## src/rtl/morse_word_buffer.sv

```systemverilog
// Per-player morse word buffer: builds letters from dot/line strobes, packs them into a word, hands the word off with valid/ack.
// Optional BACKSPACE_EN adds del_input: it removes the newest symbol, or pops the last committed letter back for editing.
module morse_word_buffer #(
    parameter int MAX_SYMBOLS = 5,
    parameter int LETTERS     = 4
) (
    input  logic                                   clock,
    input  logic                                   reset,
    input  logic                                   ld_dot,
    input  logic                                   ld_line,
    input  logic                                   next_input,
    input  logic                                   done_input,
`ifdef BACKSPACE_EN
    input  logic                                   del_input,
`endif
    input  logic                                   word_ack,
    output logic [2*MAX_SYMBOLS-1:0]               letter_value,
    output logic [$clog2(MAX_SYMBOLS+1)-1:0]       letter_count,
    output logic [LETTERS*2*MAX_SYMBOLS-1:0]       word_data,
    output logic [$clog2(LETTERS+1)-1:0]           word_len,
    output logic                                   word_valid,
    output logic                                   overflow,
    output logic                                   symbol_err
);

    // state   | meaning
    // COLLECT | accepting symbols and letters
    // HOLD    | word presented, waiting for word_ack
    localparam int LW = 2 * MAX_SYMBOLS;
    localparam int CW = $clog2(MAX_SYMBOLS + 1);
    localparam int WW = $clog2(LETTERS + 1);

    localparam logic [0:0] ST_COLLECT = 1'b0;
    localparam logic [0:0] ST_HOLD    = 1'b1;

    logic [0:0]           state;
    logic [0:0]           state_n;
    logic [LW-1:0]        letter_n;
    logic [LW-1:0]        letter_a;
    logic [CW-1:0]        count_n;
    logic [CW-1:0]        count_a;
    logic [LETTERS*LW-1:0] word_n;
    logic [WW-1:0]        len_n;
    logic                 valid_n;
    logic                 ovf_n;
    logic                 serr_n;

`ifdef BACKSPACE_EN
    // A committed letter stores no count; its symbols are the non-empty pairs.
    function automatic logic [CW-1:0] sym_count(input logic [LW-1:0] v);
        logic [CW-1:0] n;
        n = '0;
        for (int i = 0; i < MAX_SYMBOLS; i++) begin
            if (v[2*i +: 2] != 2'b00) n = n + CW'(1);
        end
        return n;
    endfunction
`endif

    always_comb begin
        state_n  = state;
        letter_n = letter_value;
        count_n  = letter_count;
        letter_a = letter_value;
        count_a  = letter_count;
        word_n   = word_data;
        len_n    = word_len;
        valid_n  = word_valid;
        ovf_n    = overflow;
        serr_n   = ld_dot & ld_line;

        case (state)
            ST_COLLECT: begin
`ifdef BACKSPACE_EN
                if (del_input) begin
                    if (letter_count != '0) begin
                        letter_n = letter_value >> 2;
                        count_n  = letter_count - CW'(1);
                    end else if (word_len != '0) begin
                        for (int i = 0; i < LETTERS; i++) begin
                            if (word_len == WW'(i + 1)) begin
                                letter_n             = word_data[i*LW +: LW];
                                word_n[i*LW +: LW]   = '0;
                            end
                        end
                        count_n = sym_count(letter_n);
                        len_n   = word_len - WW'(1);
                    end
                end else begin
`else
                begin
`endif
                    if (ld_dot ^ ld_line) begin
                        if (letter_count == CW'(MAX_SYMBOLS)) begin
                            ovf_n = 1'b1;
                        end else begin
                            letter_a = {letter_value[LW-3:0], ld_line, 1'b1};
                            count_a  = letter_count + CW'(1);
                        end
                    end
                    letter_n = letter_a;
                    count_n  = count_a;

                    // done_input implies a commit, so next_input alongside it adds nothing.
                    if (next_input || done_input) begin
                        if (count_a != '0) begin
                            if (word_len < WW'(LETTERS)) begin
                                for (int i = 0; i < LETTERS; i++) begin
                                    if (word_len == WW'(i)) word_n[i*LW +: LW] = letter_a;
                                end
                                len_n = word_len + WW'(1);
                            end else begin
                                ovf_n = 1'b1;
                            end
                            letter_n = '0;
                            count_n  = '0;
                        end
                    end

                    if (done_input && (len_n != '0)) begin
                        state_n = ST_HOLD;
                        valid_n = 1'b1;
                    end
                end
            end
            ST_HOLD: begin
                if (word_ack) begin
                    state_n  = ST_COLLECT;
                    letter_n = '0;
                    count_n  = '0;
                    word_n   = '0;
                    len_n    = '0;
                    valid_n  = 1'b0;
                    ovf_n    = 1'b0;
                end
            end
            default: state_n = ST_COLLECT;
        endcase
    end

    always_ff @(posedge clock) begin
        if (reset) begin
            state        <= ST_COLLECT;
            letter_value <= '0;
            letter_count <= '0;
            word_data    <= '0;
            word_len     <= '0;
            word_valid   <= 1'b0;
            overflow     <= 1'b0;
            symbol_err   <= 1'b0;
        end else begin
            state        <= state_n;
            letter_value <= letter_n;
            letter_count <= count_n;
            word_data    <= word_n;
            word_len     <= len_n;
            word_valid   <= valid_n;
            overflow     <= ovf_n;
            symbol_err   <= serr_n;
        end
    end

endmodule

```

## config.mk

```make
export PLATFORM = sky130hd
export DESIGN_NAME = morse_word_buffer
export DESIGN_NICKNAME = d
export VERILOG_FILES = /design/src/rtl/morse_word_buffer.sv
export SDC_FILE = /design/constraint.sdc
export NUM_CORES = 1
export LEC_CHECK = 0
export ABC_CLOCK_PERIOD_IN_PS = 2100
export CORE_MARGIN = 2
export CORE_UTILIZATION = 43
export DETAILED_ROUTE_END_ITERATION = 16
export PLACE_DENSITY_LB_ADDON = 0.08
export SETUP_SLACK_MARGIN = 0.02
export SLEW_MARGIN = 25
export SYNTH_ARGS = -nofsm -noshare
export SYNTH_HDL_FRONTEND = slang
export SYNTH_SLANG_ARGS = --single-unit
export TNS_END_PERCENT = 1
```

## constraint.sdc

```tcl
create_clock -name clock -period 2.1 [get_ports clock]
set_input_delay 0.315 -clock clock [delete_from_list [all_inputs] [get_ports clock]]
set_output_delay 0.315 -clock clock [all_outputs]
set_load 0.02 [all_outputs]
```

==> results of run 1 <==
[sequential cells by signal (all words and copies together) (netlist names)]
signal,flops
letter_count,3
letter_value,10
overflow,1
state,1
symbol_err,1
word_data,40
word_len,3
word_valid,1
[report_power, final]
group          switching (mW)  internal [mW]
clock                   0.465          0.791
sequential             0.0288           1.17
combinational           0.269          0.229
total                   0.763           2.19
[tightest hold or removal path: cells and delay by family (launching register included)]
family           cells  cell delay [ns]
and+or+nand+nor      2             0.09
DFF                  1             0.31
[worst max-delay path by stage]
stage	startpoint	end	slack, ns	depth (start not counted)
5_1_grt	letter_count[0]	word_data[35]	-0.01	7
6_report	letter_count[0]	word_data[35]	0.06	7
4_1_cts	letter_count[1]	word_data[35]	0.04	8
3_5_place_dp	ld_line	word_data[32]	-0.46	8
2_1_floorplan	letter_count[0]	word_data[0]	0.03	7
3_3_place_gp	ld_line	word_data[12]	-0.43	8
[through the flow]
step / hold WS, ns / setup WS [ns] / TNS (ns) / total power [mW]
finish: 0.4424 / 0.06155 / 0 / 2.948
global route: 0.4716 / -0.01218 / -0.02596 / 3.075
CTS: 0.4451 / 0.04156 / 0 / 2.980
detailed placement: 0.4340 / -0.4614 / -22.16 / 1.713
global placement: 0.4342 / -0.4298 / -20.87 / 1.713
floorplan: 0.3841 / 0.03402 / 0 / 1.527
[final cells by class]
type / count / area (µm²) / area share
Clock inverter: 6 / 110.1 / 0.02985
Inverter: 5 / 18.77 / 0.005088
Sequential cell: 60 / 1209 / 0.3277
Multi-Input combinational cell: 171 / 1260 / 0.3416
Timing Repair Buffer: 89 / 873.3 / 0.2368
Tap cell: 72 / 90.09 / 0.02442
Clock buffer: 10 / 127.6 / 0.03460
[kinds of logic (layout without fill, tap and decap cells)]
family | Yosys count | after routing | synth area share
simple gates | 81 | 81 | 0.1410
fa+ha+maj | 7 | 7 | 0.03462
compound gates | 32 | 32 | 0.1058
mux | 50 | 50 | 0.2023
buf+inv | 17 | 110 | 0.03808
flops | 60 | 60 | 0.4748
xor+xnor | 1 | 1 | 0.003463
[what timing repair did]
action	CTS	global route
pin swaps	3	5
endpoints found under the hold margin	0	0
endpoints found under the setup margin	43	22
gates cloned	0	0
hold buffers	0	0
gates resized for setup	5	3
[cells in the mapped netlist, types with 2 or more instances]
cell type,instances
sky130_fd_sc_hd__a21oi_1,5
sky130_fd_sc_hd__a22o_1,9
sky130_fd_sc_hd__a31oi_1,2
sky130_fd_sc_hd__buf_2,2
sky130_fd_sc_hd__buf_6,4
sky130_fd_sc_hd__clkbuf_1,6
sky130_fd_sc_hd__dfxtp_1,60
sky130_fd_sc_hd__ha_1,7
sky130_fd_sc_hd__inv_1,5
sky130_fd_sc_hd__mux2_2,9
sky130_fd_sc_hd__mux2i_1,41
sky130_fd_sc_hd__nand2_1,60
sky130_fd_sc_hd__nand3_1,2
sky130_fd_sc_hd__nand3_2,3
sky130_fd_sc_hd__nor2_1,6
sky130_fd_sc_hd__nor3_1,3
sky130_fd_sc_hd__o21ai_0,6
[routing by layer]
layer  part of all wire  GRT usage  vias up
li1                   -          -     1042
met1               0.48     0.2742      996
met2               0.45     0.3042       55
met3              0.054    0.05169        9
met4              0.014    0.09661        0
met5                  0          0        -
==> results.py, run 1 <==
metrics = {
    "outcome": {
        "outcome": "finished clean",
    },
    "setup_path": {
        "cp.required_ns": 2.31,
        "critical_path.endpoint_type": "flop",
        "max_stage_delay_ns": 0.37,
        "critical-path-top-delay-family": "compound AO/OA/AOI/OAI gates",
        "cp-start-kind": "flop",
        "cp.buffers_inverters": 1,
        "crit_path_cell_trace": "ha_2, and4b_1, a211o_4, a211oi_4, nand3_2, buf_6, mux2i_1",
        "critical_path.slowest_cell": "sky130_fd_sc_hd__a211o_4",
        "worst-path-max-fanout": 5,
        "ff2ff_path_depth": 7,
        "regToRegStartpoint": "letter_count[0]",
        "criticalPathCategory": "reg2reg",
        "arrival_ns": 2.25,
        "rr_endpoint": "word_data[35]",
        "reg_to_reg_slack_setup_ns": 0.06,
    },
    "logic_synthesis": {
        "synth.ff_latch_count": 60,
        "synth_enable_flop_cells": 0,
        "syn-instance-count": 248,
        "mappedNetlistArea_mm2": 0.002530,
        "yosysUniqueCellTypes": 35,
        "synth_sequential_area_ratio": 0.4748,
        "synth-main-ff-cell": "sky130_fd_sc_hd__dfxtp_1",
        "mapped_nets": 262,
        "avgSynthCellArea_um2": 10.20,
        "yosys.area.top_type_share": 0.4748,
        "synth.yosys.warnings": 0,
        "yosys-top-cells-area": "sky130_fd_sc_hd__dfxtp_1 47%, sky130_fd_sc_hd__mux2i_1 16%, sky130_fd_sc_hd__nand2_1 8.9%",
        "synth.largest_area_cell": "sky130_fd_sc_hd__dfxtp_1",
        "post_synth_arst_share": 0,
    },
    "sta": {
        "timing.final.crit_period_ns": 2.038,
        "worst_slew_margin_rel": 0.7384,
        "final_hold_vios": 0,
        "fin_skew_ns": 0.006339,
        "final-max-slew-violation-count": 0,
        "share_of_the_clock_period_used_by_the_worst_path_after_layout": 0.9707,
        "setup_repair_after_global_routing_missed_its_margin": "true",
        "setup_violations": 0,
        "max_freq_mhz": 490.6,
        "slew_at_the_pin_with_the_worst_max_slew_slack_ns": 0.3909,
    },
    "global_route": {
        "pin_count_of_the_biggest_net_entering_global_routing": 43,
        "grt_pass1_wl_mm": 9.998,
        "grt_remaining_overflow": 0,
        "first_global_vias": 2000,
        "initial_antenna_violation_count": 0,
        "track_usage": 0.2034,
    },
    "cells_and_area": {
        "final_core_utilization": 0.6577,
        "final_cells": 413,
        "post_route_cells_drive_above_1_share": 0.1848,
        "mostFrequentLayoutCells": "63 x sky130_fd_sc_hd__clkdlybuf4s50_1, 60 x sky130_fd_sc_hd__nand2_1, 58 x sky130_fd_sc_hd__dfxtp_1",
        "leading_cell_type_in_the_layout_fill_and_taps_excluded": "sky130_fd_sc_hd__clkdlybuf4s50_1",
        "antenna-diode-count": 0,
        "fillers": 480,
        "finish.instance_area_mm2": 0.003689,
        "final_nets": 350,
        "area_overhead_vs_synth_pct": 45.80,
    },
    "placed_design": {
        "instance_count_after_placement_with_tap_cells_included": 397,
        "post_dp_cell_area_mm2": 0.003421,
        "hpwlAfterDp_mm": 4.352,
        "portBuffers": 65,
        "gp_routability_congestion": 0.8528,
    },
    "clock_network": {
        "post-cts-setup-buffer-count": 0,
        "cts_made_buffers": 9,
        "clock_path_buffers": 2,
        "clock_insertion_delay_worst_skew_ns": 0.34,
        "clock_sink_count": 60,
        "cts.htree.levels": 3,
        "clock_tree.root_cell": "sky130_fd_sc_hd__clkbuf_8",
        "clock_tree_from_tritoncts": "done",
        "worst_setup_hold_path_clk_slew_ns": 0.07,
    },
    "min_path": {
        "worst_hold_path.endpoint": "word_valid",
        "min_path_cells": 2,
        "worst_hold_path_type": "reg2reg",
        "timing.hold.worst.start": "word_valid",
    },
    "floorplanning": {
        "num_rows": 27,
        "die_area_mm2": 0.006513,
        "dieWidth_um": 80.71,
        "top_level_ports": 66,
        "fp.dieH_um": 80.71,
        "core_mm2": 0.005608,
        "initial_utilization": 0.4511,
    },
    "run": {
        "cap_viol_max_count": 0,
    },
    "drt": {
        "postRouteWirelength_mm": 6.100,
        "antenna_violating_nets_post_route": 0,
        "drt_iter0_markers": 97,
        "detailed_route_drc_error_count": 0,
        "drt_pass1_iterations": 4,
        "vias_per_cell": 5.090,
        "routed-via-count": 2102,
        "avgRoutedWirePerCell_um": 14.77,
    },
    "power_and_ir_drop": {
        "max-vdd-ir-drop_v": 0.0004950,
        "powerDensity_mw_per_mm2": 799.4,
        "total_leakage_power_nw": 1.628,
    },
}
Note: power is estimated with default switching activity, not from simulation.
==> inputs of run 2 (changes only) <==
Settings changed: CORE_ASPECT_RATIO set to 0.7, SLEW_MARGIN 25 to not set.
==> run 2 against run 1 <==
Clock skew hardly changed. Cell count increased by 0.73%. Clock power fell by 18%. Sequential cell count unchanged. Combinational power up 4.8%. Worst setup slack worse by 0.023 ns. First-iteration DRC count is 5.2% higher. Utilization down 1.4 points. Non-clock buffer count up 1. Highest routed layer unchanged.
==> results.py, run 2 (synthesized netlist as in run 1, its figures left out) <==
metrics = {
    "outcome": {
        "outcome": "finished clean",
    },
    "sta": {
        "final_hold_vios": 0,
        "worst_slew_margin_rel": 0.6712,
        "slew_at_the_pin_with_the_worst_max_slew_slack_ns": 0.4926,
        "final.setup.tns_ns": 0,
        "share_of_the_clock_period_used_by_the_worst_path_after_layout": 0.9817,
        "timing.final.crit_period_ns": 2.062,
        "max_freq_mhz": 485.1,
        "final-max-slew-violation-count": 0,
        "setup_repair_after_global_routing_missed_its_margin": "true",
        "setup_violations": 0,
        "holdWs_ns": 0.4425,
        "fin_skew_ns": 0.006558,
    },
    "setup_path": {
        "endpoint": "word_data[3]",
        "cp-start-kind": "flop",
        "critical_path.endpoint_type": "flop",
        "critical-path-top-delay-family": "compound AO/OA/AOI/OAI gates",
        "cp.depth": 7,
        "max_stage_delay_ns": 0.37,
        "ff2ff_path_depth": 7,
        "rr_endpoint": "word_data[3]",
        "criticalPathCategory": "reg2reg",
        "regToRegStartpoint": "letter_count[0]",
        "critical_path.slowest_cell": "sky130_fd_sc_hd__a211o_4",
        "cp.buffers_inverters": 1,
        "reg_to_reg_slack_setup_ns": 0.04,
        "critical_path.startpoint": "letter_count[0]",
        "worst-path-max-fanout": 6,
        "arrival_ns": 2.28,
        "cp.required_ns": 2.32,
        "crit_path_cell_trace": "ha_1, and4b_1, a211o_4, a211oi_4, nand3_2, buf_6, mux2i_1",
    },
    "floorplanning": {
        "die_area_mm2": 0.006523,
        "num_rows": 23,
        "initial_utilization": 0.4440,
        "top_level_ports": 66,
        "core_mm2": 0.005698,
        "fp.dieH_um": 68.18,
        "dieWidth_um": 95.68,
    },
    "placed_design": {
        "post_dp_cell_area_mm2": 0.003457,
        "hpwlAfterDp_mm": 4.446,
        "gp_routability_congestion": 0.8689,
        "instance_count_after_placement_with_tap_cells_included": 401,
        "portBuffers": 65,
    },
    "drt": {
        "detail_route.wirelength.met1_mm": 3.215,
        "drt_pass1_iterations": 4,
        "route.met2.wl_mm": 2.687,
        "antenna_violating_nets_post_route": 0,
        "postRouteWirelength_mm": 6.340,
        "vias_per_cell": 4.983,
        "highest-signal-layer": "met4",
        "routed-via-count": 2073,
        "dr_wl_met3_um": 358,
        "avgRoutedWirePerCell_um": 15.24,
        "detailed_route_drc_error_count": 0,
        "drt_iter0_markers": 102,
    },
    "clock_network": {
        "clock_tree.root_cell": "sky130_fd_sc_hd__clkbuf_8",
        "cts_made_buffers": 9,
        "worst_setup_hold_path_clk_slew_ns": 0.07,
        "clock_insertion_delay_worst_skew_ns": 0.34,
        "clock_path_buffers": 2,
        "clock_tree_from_tritoncts": "done",
        "cts.htree.levels": 3,
        "post-cts-setup-buffer-count": 0,
        "clock_sink_count": 60,
        "postCtsHoldBufs": 0,
    },
    "cells_and_area": {
        "final_core_utilization": 0.6436,
        "mostFrequentLayoutCells": "63 x sky130_fd_sc_hd__clkdlybuf4s50_1, 60 x sky130_fd_sc_hd__nand2_1, 58 x sky130_fd_sc_hd__dfxtp_1",
        "area_overhead_vs_synth_pct": 44.96,
        "multiInputGateArea_mm2": 0.001250,
        "post_route_cells_drive_above_1_share": 0.1848,
        "top_register": "word_data",
        "final-seq-area_mm2": 0.001209,
        "antenna-diode-count": 0,
        "finish.instance_area_mm2": 0.003667,
        "largestRegisters": "word_data (40), letter_value (10)",
        "leading_cell_type_in_the_layout_fill_and_taps_excluded": "sky130_fd_sc_hd__clkdlybuf4s50_1",
        "largest_register_ff_count": 40,
        "final_nets": 351,
        "fillers": 485,
        "final_cells": 416,
    },
    "power_and_ir_drop": {
        "max-vdd-ir-drop_v": 0.0003094,
        "total_leakage_power_nw": 1.618,
        "powerDensity_mw_per_mm2": 749.1,
    },
    "global_route": {
        "initial_antenna_violation_count": 0,
        "grt_remaining_overflow": 0,
        "grt_pass1_wl_mm": 9.984,
        "track_usage": 0.2119,
        "pin_count_of_the_biggest_net_entering_global_routing": 42,
        "first_global_vias": 1931,
    },
    "run": {
        "cap_viol_max_count": 0,
    },
    "min_path": {
        "timing.hold.worst.start": "word_valid",
        "worst_hold_path_type": "reg2reg",
    },
}
[run 2: worst min-delay path by stage]
stage	end	slack [ns]	depth (start not counted)
4_1_cts	word_valid	0.45	2
3_5_place_dp	word_valid	0.44	2
5_1_grt	word_valid	0.47	2
6_report	word_valid	0.44	2
3_3_place_gp	word_valid	0.43	2
2_1_floorplan	word_len[0]	0.38	1
[run 2: stage by stage]
step | total power [mW] | setup slack (ns)
after floorplan | 1.527 | 0.03402
after global placement | 1.726 | -0.4373
after detailed placement | 1.730 | -0.5022
after CTS | 2.772 | 0.02701
after global routing | 2.871 | -0.04512
final | 2.747 | 0.03846
[run 2: worst min-delay path: stages (launching register included)]
cell,delay (ns)
sky130_fd_sc_hd__dfxtp_1,0.31
sky130_fd_sc_hd__nand2_1,0.05
sky130_fd_sc_hd__nand2_1,0.04
[run 2: final cells by class]
class                      instances  area share
multi-input combinational        171      0.3408
timing repair buffer              90      0.2470
tap                               75     0.02559
clock inverter                     5     0.01433
clock buffer                      10     0.03753
inverter                           5    0.005118
sequential                        60      0.3296
[run 2: where the power goes]
group	switching (mW)	leakage, nW	total [mW]	internal (mW)
logic	0.276	1.03	0.522	0.246
registers	0.0313	0.486	1.20	1.17
clock network	0.461	0.0979	1.03	0.567
[run 2: metal layers]
layer	vias up	global-route usage
li1	1032	-
met1	975	0.3019
met2	58	0.2981
met3	8	0.06718
met4	0	0.08036
met5	-	0
[run 2: repair_timing]
item                                    CTS  global route
hold endpoints to repair                  0             0
pin swaps                                 4             0
gates resized for setup                   6             0
endpoints found under the setup margin   43            29
